## src/rtl/int_ctrl_pkg.sv

```systemverilog
// Shared types and constants for the Minisys-1A external-interrupt front end.
package minisys_int_pkg;

    typedef enum logic [1:0] {
        IDLE    = 2'd0,
        REQ     = 2'd1,
        SERVICE = 2'd2
    } int_state_t;

    localparam logic [4:0] EXC_INT = 5'b00000;
    localparam int         IRQ_MAX = 8;

    // Fixed-priority encoder: lowest set index wins, zero when nothing is set.
    function automatic logic [2:0] prio_enc(input logic [IRQ_MAX-1:0] vec);
        logic [2:0] id_v;
        id_v = 3'd0;
        for (int i = IRQ_MAX - 1; i >= 0; i--) begin
            if (vec[i]) begin
                id_v = 3'(i);
            end
        end
        return id_v;
    endfunction

endpackage

```

## src/rtl/int_ctrl_if.sv

```systemverilog
// Device/CP0 side signal bundle of the interrupt front end.
interface int_ctrl_if #(
    parameter int N_IRQ = 6
);
    logic [N_IRQ-1:0] irq_in;
    logic [N_IRQ-1:0] irq_mask;
    logic             ie;
    logic             int_ack;
    logic             eret;
    logic             int_req;
    logic [2:0]       int_id;
    logic [N_IRQ-1:0] pending;
    logic [N_IRQ-1:0] lost;

    modport master (
        output irq_in, irq_mask, ie, int_ack, eret,
        input  int_req, int_id, pending, lost
    );

    modport slave (
        input  irq_in, irq_mask, ie, int_ack, eret,
        output int_req, int_id, pending, lost
    );
endinterface

```

## src/rtl/int_ctrl_irq_sync_edge.sv

```systemverilog
// One interrupt line: multi-flop synchronizer followed by a registered rising-edge detector.
module irq_sync_edge #(
    parameter int SYNC_STAGES = 2
) (
    input  logic clk,
    input  logic reset,
    input  logic d,
    output logic edge_r
);
    logic [SYNC_STAGES-1:0] sync_r;
    logic                   sync_d_r;

    // Synchronizer shift chain, delayed copy and edge flag.
    always_ff @(posedge clk) begin
        if (reset) begin
            sync_r   <= '0;
            sync_d_r <= 1'b0;
            edge_r   <= 1'b0;
        end else begin
            sync_r   <= {sync_r[SYNC_STAGES-2:0], d};
            sync_d_r <= sync_r[SYNC_STAGES-1];
            edge_r   <= sync_r[SYNC_STAGES-1] & ~sync_d_r;
        end
    end
endmodule

```

## src/rtl/int_ctrl.sv

```systemverilog
// Interrupt front end ahead of CP0: edge capture, pending/lost bits, masking, priority, request FSM.
module int_ctrl
    import minisys_int_pkg::*;
#(
    parameter int N_IRQ       = 6,
    parameter int SYNC_STAGES = 2
) (
    input  logic        clk,
    input  logic        reset,
    int_ctrl_if.slave   bus
);
    logic [N_IRQ-1:0]   edge_s;
    logic [N_IRQ-1:0]   pending_r;
    logic [N_IRQ-1:0]   lost_r;
    logic [N_IRQ-1:0]   clr_s;
    logic [IRQ_MAX-1:0] eligible_s;
    logic [2:0]         winner_s;
    logic [2:0]         int_id_r;
    logic               int_req_r;
    logic               ack_take_s;
    int_state_t         state_r;
    int_state_t         state_nxt_s;

    for (genvar g = 0; g < N_IRQ; g++) begin : g_line
        irq_sync_edge #(.SYNC_STAGES(SYNC_STAGES)) u_sync (
            .clk    (clk),
            .reset  (reset),
            .d      (bus.irq_in[g]),
            .edge_r (edge_s[g])
        );
    end

    assign ack_take_s = (state_r == REQ) && bus.int_ack;
    assign eligible_s = IRQ_MAX'(pending_r & bus.irq_mask);
    assign winner_s   = prio_enc(eligible_s);

    // Clear mask for the line CP0 just accepted; acks outside REQ touch nothing.
    always_comb begin
        clr_s = '0;
        if (ack_take_s) begin
            clr_s = N_IRQ'(1) << int_id_r;
        end else begin
            clr_s = '0;
        end
    end

    // Pending and lost bits: clear first, then a fresh edge sets again.
    always_ff @(posedge clk) begin
        if (reset) begin
            pending_r <= '0;
            lost_r    <= '0;
        end else begin
            pending_r <= (pending_r & ~clr_s) | edge_s;
            lost_r    <= lost_r | (edge_s & pending_r & ~clr_s);
        end
    end

    // Next-state logic; ack has priority over a simultaneous eret.
    always_comb begin
        state_nxt_s = state_r;
        case (state_r)
            IDLE: begin
                if (bus.ie && (eligible_s != '0)) state_nxt_s = REQ;
                else                              state_nxt_s = IDLE;
            end
            REQ: begin
                if (bus.int_ack)  state_nxt_s = SERVICE;
                else if (!bus.ie) state_nxt_s = IDLE;
                else              state_nxt_s = REQ;
            end
            SERVICE: begin
                if (bus.eret) state_nxt_s = IDLE;
                else          state_nxt_s = SERVICE;
            end
            default: state_nxt_s = IDLE;
        endcase
    end

    // State, request and latched id; the id only moves on entry to REQ so it stays stable.
    always_ff @(posedge clk) begin
        if (reset) begin
            state_r   <= IDLE;
            int_req_r <= 1'b0;
            int_id_r  <= 3'd0;
        end else begin
            state_r   <= state_nxt_s;
            int_req_r <= (state_nxt_s == REQ);
            if ((state_r == IDLE) && (state_nxt_s == REQ)) begin
                int_id_r <= winner_s;
            end else begin
                int_id_r <= int_id_r;
            end
        end
    end

    assign bus.int_req = int_req_r;
    assign bus.int_id  = int_id_r;
    assign bus.pending = pending_r;
    assign bus.lost    = lost_r;
endmodule
```

## src/flat_wrapper.sv

```systemverilog
// flat-port wrapper written by rule: the top's interface ports become plain ports
module int_ctrl_flat import minisys_int_pkg::*;
#(
    parameter int N_IRQ       = 6,
    parameter int SYNC_STAGES = 2
)
  (clk, reset, bus_irq_in, bus_irq_mask, bus_ie, bus_int_ack, bus_eret, bus_int_req, bus_int_id, bus_pending, bus_lost);
  int_ctrl_if #(.N_IRQ(N_IRQ)) bus_i ();
  input  logic clk;
  input  logic reset;
  input wire logic [$bits(bus_i.irq_in)-1:0] bus_irq_in;
  input wire logic [$bits(bus_i.irq_mask)-1:0] bus_irq_mask;
  input wire logic [$bits(bus_i.ie)-1:0] bus_ie;
  input wire logic [$bits(bus_i.int_ack)-1:0] bus_int_ack;
  input wire logic [$bits(bus_i.eret)-1:0] bus_eret;
  output wire logic [$bits(bus_i.int_req)-1:0] bus_int_req;
  output wire logic [$bits(bus_i.int_id)-1:0] bus_int_id;
  output wire logic [$bits(bus_i.pending)-1:0] bus_pending;
  output wire logic [$bits(bus_i.lost)-1:0] bus_lost;
  assign bus_i.irq_in = bus_irq_in;
  assign bus_i.irq_mask = bus_irq_mask;
  assign bus_i.ie = bus_ie;
  assign bus_i.int_ack = bus_int_ack;
  assign bus_i.eret = bus_eret;
  assign bus_int_req = bus_i.int_req;
  assign bus_int_id = bus_i.int_id;
  assign bus_pending = bus_i.pending;
  assign bus_lost = bus_i.lost;
  int_ctrl #(.N_IRQ(N_IRQ), .SYNC_STAGES(SYNC_STAGES)) u_core (.clk(clk), .reset(reset), .bus(bus_i));
endmodule
```

## config.mk

```make
export PLATFORM = sky130hd
export DESIGN_NAME = int_ctrl_flat
export DESIGN_NICKNAME = d
export VERILOG_FILES = /design/src/rtl/int_ctrl_pkg.sv /design/src/rtl/int_ctrl_if.sv /design/src/rtl/int_ctrl_irq_sync_edge.sv /design/src/rtl/int_ctrl.sv /design/src/flat_wrapper.sv
export SDC_FILE = /design/constraint.sdc
export NUM_CORES = 1
export LEC_CHECK = 0
export ABC_AREA = 1
export BUFFER_PORTS_ARGS = -buffer_cell sky130_fd_sc_hd__buf_4
export CORE_ASPECT_RATIO = 1.1
export CORE_UTILIZATION = 31
export DETAILED_ROUTE_END_ITERATION = 8
export SYNTH_ARGS = -nofsm -noshare
export SYNTH_HDL_FRONTEND = slang
export SYNTH_SLANG_ARGS = --single-unit
```

## constraint.sdc

```tcl
create_clock -name clk -period 1.1 [get_ports clk]
set_input_delay 0.22 -clock clk [delete_from_list [all_inputs] [get_ports clk]]
set_output_delay 0.22 -clock clk [all_outputs]
set_load 0.1 [all_outputs]
```

==> results.py, run 1 <==
metrics = {
    "status": {
        "status": "finished, final reports clean",
    },
    "logic_synthesis": {
        "synth_common_cells": "dfxtp_1, inv_1, nor2_1, a21oi_1, nand2_1",
        "async_flop_share_pct": 0,
        "synth_cells": 167,
        "syn-num-nets": 184,
        "synth_most_common_cell": "dfxtp_1",
        "ys_types": 18,
        "avgSynthCellArea_um2": 8.60,
        "yosys.area.top_type": "dfxtp_1",
        "ys_seq_area_share_pct": 58.5,
        "synth_top_area_share_pct": 58.5,
        "yosysWarnings": 0,
        "synth-seq-cells": 42,
        "synth_edf_count": 0,
        "synth_ff_type": "dfxtp_1",
        "syn_area_um2": 1440,
        "ys_top_cells_by_area": "dfxtp_1, inv_1, nor2_1",
    },
    "sta": {
        "min_period_ps": 1100,
        "hold_violations": 0,
        "report.final.slew_viol_count": 0,
        "min_period_over_period_pct": 99.9,
        "max_freq_mhz": 910,
        "fin_skew_ps": 8.14,
        "setup_viol_count_final": 0,
        "worst_pin_slew_ps": 265,
        "rsz0062_at_grt": "true",
        "tns_ps": 0,
        "slew_headroom_pct": 82.3,
    },
    "clock_network": {
        "clockBufferDepth": 2,
        "cts_tree": "yes",
        "cts_buffers": 5,
        "cts_root_buffer": "clkbuf_8",
        "clk_pin_slew_ps": 80,
        "clock_latency_ps": 290,
        "htree_levels": 2,
        "cts.sinks": 42,
        "cts_hold_buffers": 0,
    },
    "critical_path": {
        "arrival_ps": 1280,
        "r2r_start": "u_core.state_r[1]",
        "reg2reg_slack_ps": 0.7,
        "end_kind": "flop",
        "start_kind": "flop",
        "cp_max_fo": 7,
        "crit_type": "flop to flop",
        "r2r_cells": 6,
        "crit_required_ps": 1280,
        "worstReg2RegEnd": "u_core.bus.lost[2]",
    },
    "floorplanning": {
        "die_h_um": 73.4,
        "rows": 25,
        "die-area_um2": 4910,
        "core_um2": 4380,
        "ios": 33,
        "dieWidth_um": 66.9,
        "initial_core_util_pct": 32.8,
    },
    "global_route": {
        "grt-ovfl-total": 0,
        "grt_pass1_vias": 957,
        "grt_usage_pct": 11.8,
        "grt_pass1_wl_mm": 4.19,
        "grt_max_degree": 23,
        "antenna_found_initial": 0,
    },
    "min_path": {
        "hold_path_class": "primary input to flop",
        "hold_start": "bus_irq_in[5]",
        "whs_path_depth": 3,
        "whs_endpoint": "u_core.g_line[5].u_sync.sync_r[0]",
    },
    "pwr": {
        "total_power_mw": 2.91,
        "p_leak_nw": 0.914,
        "pwr_density_cell_nw_per_um2": 1370,
        "ir_worst_vdd_uv": 782,
    },
    "layout": {
        "multi_input_area_um2": 520,
        "antenna_cells": 0,
        "seqCellArea_um2": 886,
        "nFillCells": 433,
        "area_growth_pct": 47.6,
        "final_nets": 226,
        "drive_above_1_share_pct": 42.4,
    },
    "job": {
        "maxCapViolations": 0,
    },
    "place": {
        "dp_hpwl_mm": 1.82,
        "port_buffers": 32,
        "finalWeightedCongestion": 0.729,
    },
    "routing": {
        "wirelength_mm": 2.58,
        "wl_per_cell_um": 9.77,
        "avgViaCountPerCell": 4.27,
        "drt_first_pass_iters": 4,
        "num_vias": 1127,
        "ant_nets": 0,
        "drtIter0Drc": 41,
        "drc": 0,
    },
}
-- layout by cell type (no fill, tap or decap) --
cell	count
inv_1	29
nor2_1	27
dfxtp_1	24
buf_4	22
a21oi_1	12
buf_12	10
dfxtp_4	9
dfxtp_2	9
nand4_1	8
nand2_2	7
nand3_1	7
nand2_4	7
nor3_1	7
buf_6	6
a21oi_2	5
nand2_1	5
clkbuf_8	5
inv_2	2
nor2_4	2
clkinv_2	2
nand3_4	1
nor2_2	1
o21a_1	1
clkbuf_1	1
buf_8	1
-- state kept, by name, summed over array words and instances (netlist names) --
register / cells
u_core.g_line.u_sync.sync_r: 12
u_core.bus.lost: 6
u_core.bus.pending: 6
u_core.g_line.u_sync.edge_r: 6
u_core.g_line.u_sync.sync_d_r: 6
u_core.bus.int_id: 3
u_core.state_r: 2
u_core.bus.int_req: 1
-- worst max-delay path, stage by stage (launching register included) --
cell     delay, ps
dfxtp_2        330
inv_2           60
nand2_2         60
nor2_4         170
nand4_1        170
nand3_1        140
a21oi_2         60
-- kinds of logic after synthesis --
| logic type | count (synthesis) | synth area share (%) |
|---|---|---|
| buf+inv | 35 | 9.23 |
| flops | 42 | 58.5 |
| simple gates | 72 | 25.5 |
| compound gates | 18 | 6.71 |
-- through the flow --
step	instances	instance area, um2	worst slack [ps]	util (%)	hold WS [ps]
floorplan	167	1510	-65.0	-	327
global placement	251	1830	50.5	41.7	378
detailed placement	251	1830	19.4	41.7	384
CTS	259	2040	-0.935	46.6	122
global route	264	2120	-101	48.4	123
finish	264	2120	0.657	48.4	131
-- final cells by class --
type	count	area share, %
Sequential cell	42	41.8
Multi-Input combinational cell	90	24.5
Timing Repair Buffer	39	21.1
Inverter	31	5.49
Clock buffer	6	3.42
Tap cell	54	3.19
Clock inverter	2	0.472
-- routing by layer --
layer / global-route usage [%] / up-vias / routed length, um
li1: - / 603 / -
met3: 4.81 / 6 / 163
met5: 0 / - / 0
met1: 14.1 / 490 / 1140
met2: 18.4 / 28 / 1240
met4: 4.96 / 0 / 39
-- worst max path at each step --
stage	cells past startpoint	endpoint	startpoint	slack, ps
6_report	6	u_core.bus.lost[2]	u_core.state_r[1]	0.7
5_1_grt	6	u_core.bus.pending[2]	u_core.state_r[1]	-100
3_3_place_gp	9	u_core.bus.int_id[1]	bus_irq_mask[1]	50
3_5_place_dp	6	u_core.bus.pending[4]	u_core.state_r[1]	20
2_1_floorplan	7	u_core.bus.int_id[1]	u_core.bus.pending[4]	-70
4_1_cts	1	bus_pending[3]	u_core.bus.pending[3]	-0.9
-- power by group --
| group | leakage [nW] | switching, mW | internal, mW |
|---|---|---|---|
| logic | 0.515 | 0.233 | 0.153 |
| registers | 0.354 | 0.0371 | 1.56 |
| clock network | 0.0450 | 0.490 | 0.440 |
| total | 0.914 | 0.760 | 2.15 |
-- what timing repair did --
item / CTS / global route
cloned: 0 / 0
endpoints found under the setup margin: 16 / 23
resized for setup: 32 / 14
setup buffers: 0 / 5
pin swaps: 0 / 8
(Power assumes the default switching activity.)
==> inputs of run 2 (changes only) <==
Settings changed: ABC_AREA 1 to 0.
==> run 2 against run 1 <==
The flow now finishes with violations (negative setup slack). Hold slack better by 15 ps. Synthesized cell count down 23%. Flip-flop and latch count unchanged. Via count up 1.6%. First-iteration DRC count up 2.4%. Setup slack worse by 180 ps. Design area up 11%. Sequential share of layout area down 4.0 points. Utilization up 9.0 points. Critical endpoint is now u_core.bus.lost[1]. Largest power group unchanged.
==> results.py, run 2 <==
metrics = {
    "critical_path": {
        "critical-path-top-delay-family": "simple AND/OR/NAND/NOR gates",
        "cp_max_fo": 3,
        "crit_type": "flop to flop",
        "crit_required_ps": 1270,
        "start_kind": "flop",
        "max_stage_delay_ps": 340,
        "crit_chain": "buf_6 > and4bb_2 > nand3b_1 > a31oi_1 > nor2_1",
        "arrival_ps": 1450,
        "crit_path_top_delay_cell": "and4bb_2",
        "crit_buf_inv": 1,
        "end_kind": "flop",
    },
    "logic_synthesis": {
        "yosys.area.top_type": "dfxtp_1",
        "synth_most_common_cell": "dfxtp_1",
        "yosysWarnings": 0,
        "synth-simple-area-share_pct": 23.4,
        "synth_edf_count": 0,
        "ys_seq_area_share_pct": 61.7,
        "avgSynthCellArea_um2": 10.6,
        "async_flop_share_pct": 0,
        "syn_area_um2": 1360,
        "synth_top_family_by_area": "simple AND/OR/NAND/NOR gates",
        "ys_top_cells_by_area": "dfxtp_1, nor2b_1, a21oi_1",
        "synth_common_cells": "dfxtp_1, nor2b_1, a21oi_1, nor2_1",
        "synthAdderAreaFrac_pct": 0,
        "synth-seq-cells": 42,
        "synth_ff_type": "dfxtp_1",
        "synth_top_area_share_pct": 61.7,
        "synth_xor_area_share_pct": 0,
        "synth_cells": 129,
        "synth-compound-area-share_pct": 13.0,
        "syn-num-nets": 146,
        "ys_types": 27,
        "muxShareOfSynthArea_pct": 0,
    },
    "floorplanning": {
        "initial_core_util_pct": 33.4,
        "rows": 24,
        "ios": 33,
        "dieWidth_um": 65.2,
        "core_um2": 4080,
        "die_h_um": 71.6,
        "die-area_um2": 4670,
    },
    "layout": {
        "antenna_cells": 0,
        "nFillCells": 342,
        "layout_commonest_cell": "buf_4",
        "largest_reg_flops": 12,
        "drive_above_1_share_pct": 55.1,
        "final_area_um2": 2340,
        "final_cell_mix": "buf_4, nor2b_1, dfxtp_1, buf_6, buf_12",
        "largest_register": "u_core.g_line.u_sync.sync_r",
        "final_nets": 212,
        "area_growth_pct": 71.8,
    },
    "clock_network": {
        "clk_pin_slew_ps": 80,
        "clockBufferDepth": 2,
        "cts_buffers": 5,
        "cts_hold_buffers": 0,
        "htree_levels": 2,
        "clock_latency_ps": 280,
        "cts_tree": "yes",
        "cts_root_buffer": "clkbuf_8",
        "cts.sinks": 42,
    },
    "place": {
        "dp_hpwl_mm": 1.91,
        "finalWeightedCongestion": 0.859,
        "pre_cts_slack_ps": -283,
        "port_buffers": 32,
        "placed_area_um2": 1840,
    },
    "pwr": {
        "p_leak_nw": 0.968,
        "pwr_density_cell_nw_per_um2": 1240,
        "comb_power_share_pct": 14.1,
        "power.switching_mw": 0.701,
        "switching_share_pct": 24.2,
        "p_int_mw": 2.20,
        "pwr-share-clk_pct": 31.7,
        "total_power_mw": 2.90,
        "seqPwrFrac_pct": 54.2,
        "ir_worst_vdd_uv": 1060,
    },
    "global_route": {
        "grt_pass1_vias": 1120,
        "grt-ovfl-total": 0,
        "grt_usage_pct": 14.5,
        "grt_pass1_wl_mm": 5.06,
        "antenna_found_initial": 0,
        "grt_max_degree": 40,
    },
    "routing": {
        "ant_nets": 0,
        "drt_first_pass_iters": 4,
        "avgViaCountPerCell": 4.62,
        "wl_per_cell_um": 12.8,
        "num_vias": 1145,
        "drtIter0Drc": 42,
        "wirelength_mm": 3.18,
        "drc": 0,
    },
    "job": {
        "maxCapViolations": 0,
    },
    "sta": {
        "tns_ps": -2530,
        "setup_viol_count_final": 26,
        "rsz0062_at_grt": "true",
        "max_freq_mhz": 780,
        "fin_skew_ps": 8.61,
        "report.final.slew_viol_count": 0,
        "min_period_ps": 1280,
        "worst_pin_slew_ps": 389,
        "fin_ws_ps": -182,
        "hold_violations": 0,
        "min_period_over_period_pct": 117,
        "slew_headroom_pct": 74.0,
    },
    "status": {
        "status": "complete, but fails checks",
        "violations": "negative setup slack",
    },
    "min_path": {
        "hold_path_class": "primary input to flop",
    },
}
## run 2: changes by cell type after synthesis, moves of 4 or more
cell | before | now
a31oi_1 | 0 | 4
nor2b_1 | 0 | 24
inv_1 | 30 | 3
nor2_1 | 27 | 9
a21oi_1 | 16 | 9
nor3_1 | 7 | 1
nand3_1 | 7 | 2
nand2_1 | 12 | 4
nand2_2 | 5 | 0
nand4_1 | 8 | 1
## run 2: final cells by class
cell class / count / area, um2 / share of cell area (%)
clock buffers: 8 / 80.1 / 3.42
inverters: 3 / 11.3 / 0.481
multi-input cells: 80 / 624 / 26.6
flip-flops and latches: 42 / 886 / 37.8
well taps: 52 / 65.1 / 2.78
repair buffers: 63 / 677 / 28.9
## run 2: final timing paths
check,from,end,slack [ps],cells past startpoint
max,u_core.state_r[1],u_core.bus.lost[1],-180,5
min,bus_irq_in[3],u_core.g_line[3].u_sync.sync_r[0],150,2
max reg2reg,u_core.state_r[1],u_core.bus.lost[1],-180,5
min reg2reg,u_core.g_line[1].u_sync.sync_d_r,u_core.g_line[1].u_sync.edge_r,370,1
## run 2: power by group through the flow
stage	combinational, mW	sequential (mW)	clock, mW
2_1_floorplan	0.0849	1.70	0
3_3_place_gp	0.299	1.60	0
3_5_place_dp	0.304	1.60	0
4_1_cts	0.386	1.57	0.955
5_1_grt	0.433	1.58	1.02
6_report	0.408	1.57	0.920
## run 2: cells by family after synthesis
family / after synthesis
buffers and inverters: 7
AOI/OAI and AO/OA: 27
DFF: 42
and+or+nand+nor: 53
## run 2: what timing repair did
action                                  CTS  global route
endpoints found under the setup margin   33            27
endpoints found under the hold margin     0             0
pin swaps                                12             6
buffers inserted                          8             7
gates resized for setup                  62             8
## run 2: routing by layer
metal,track usage (%),vias to the layer above,share of wire [%]
li1,-,578,-
met1,16.4,535,42
met2,25.4,28,53
met3,3.82,4,3.6
met4,5.80,0,0.97
met5,0,-,0
## run 2: through the flow
stage	std cells	hold slack, ps	utilization, %
5_1_grt	248	142	57.4
2_1_floorplan	129	299	-
3_5_place_dp	225	373	45.1
4_1_cts	241	141	55.1
6_report	248	147	57.4
3_3_place_gp	225	372	45.1
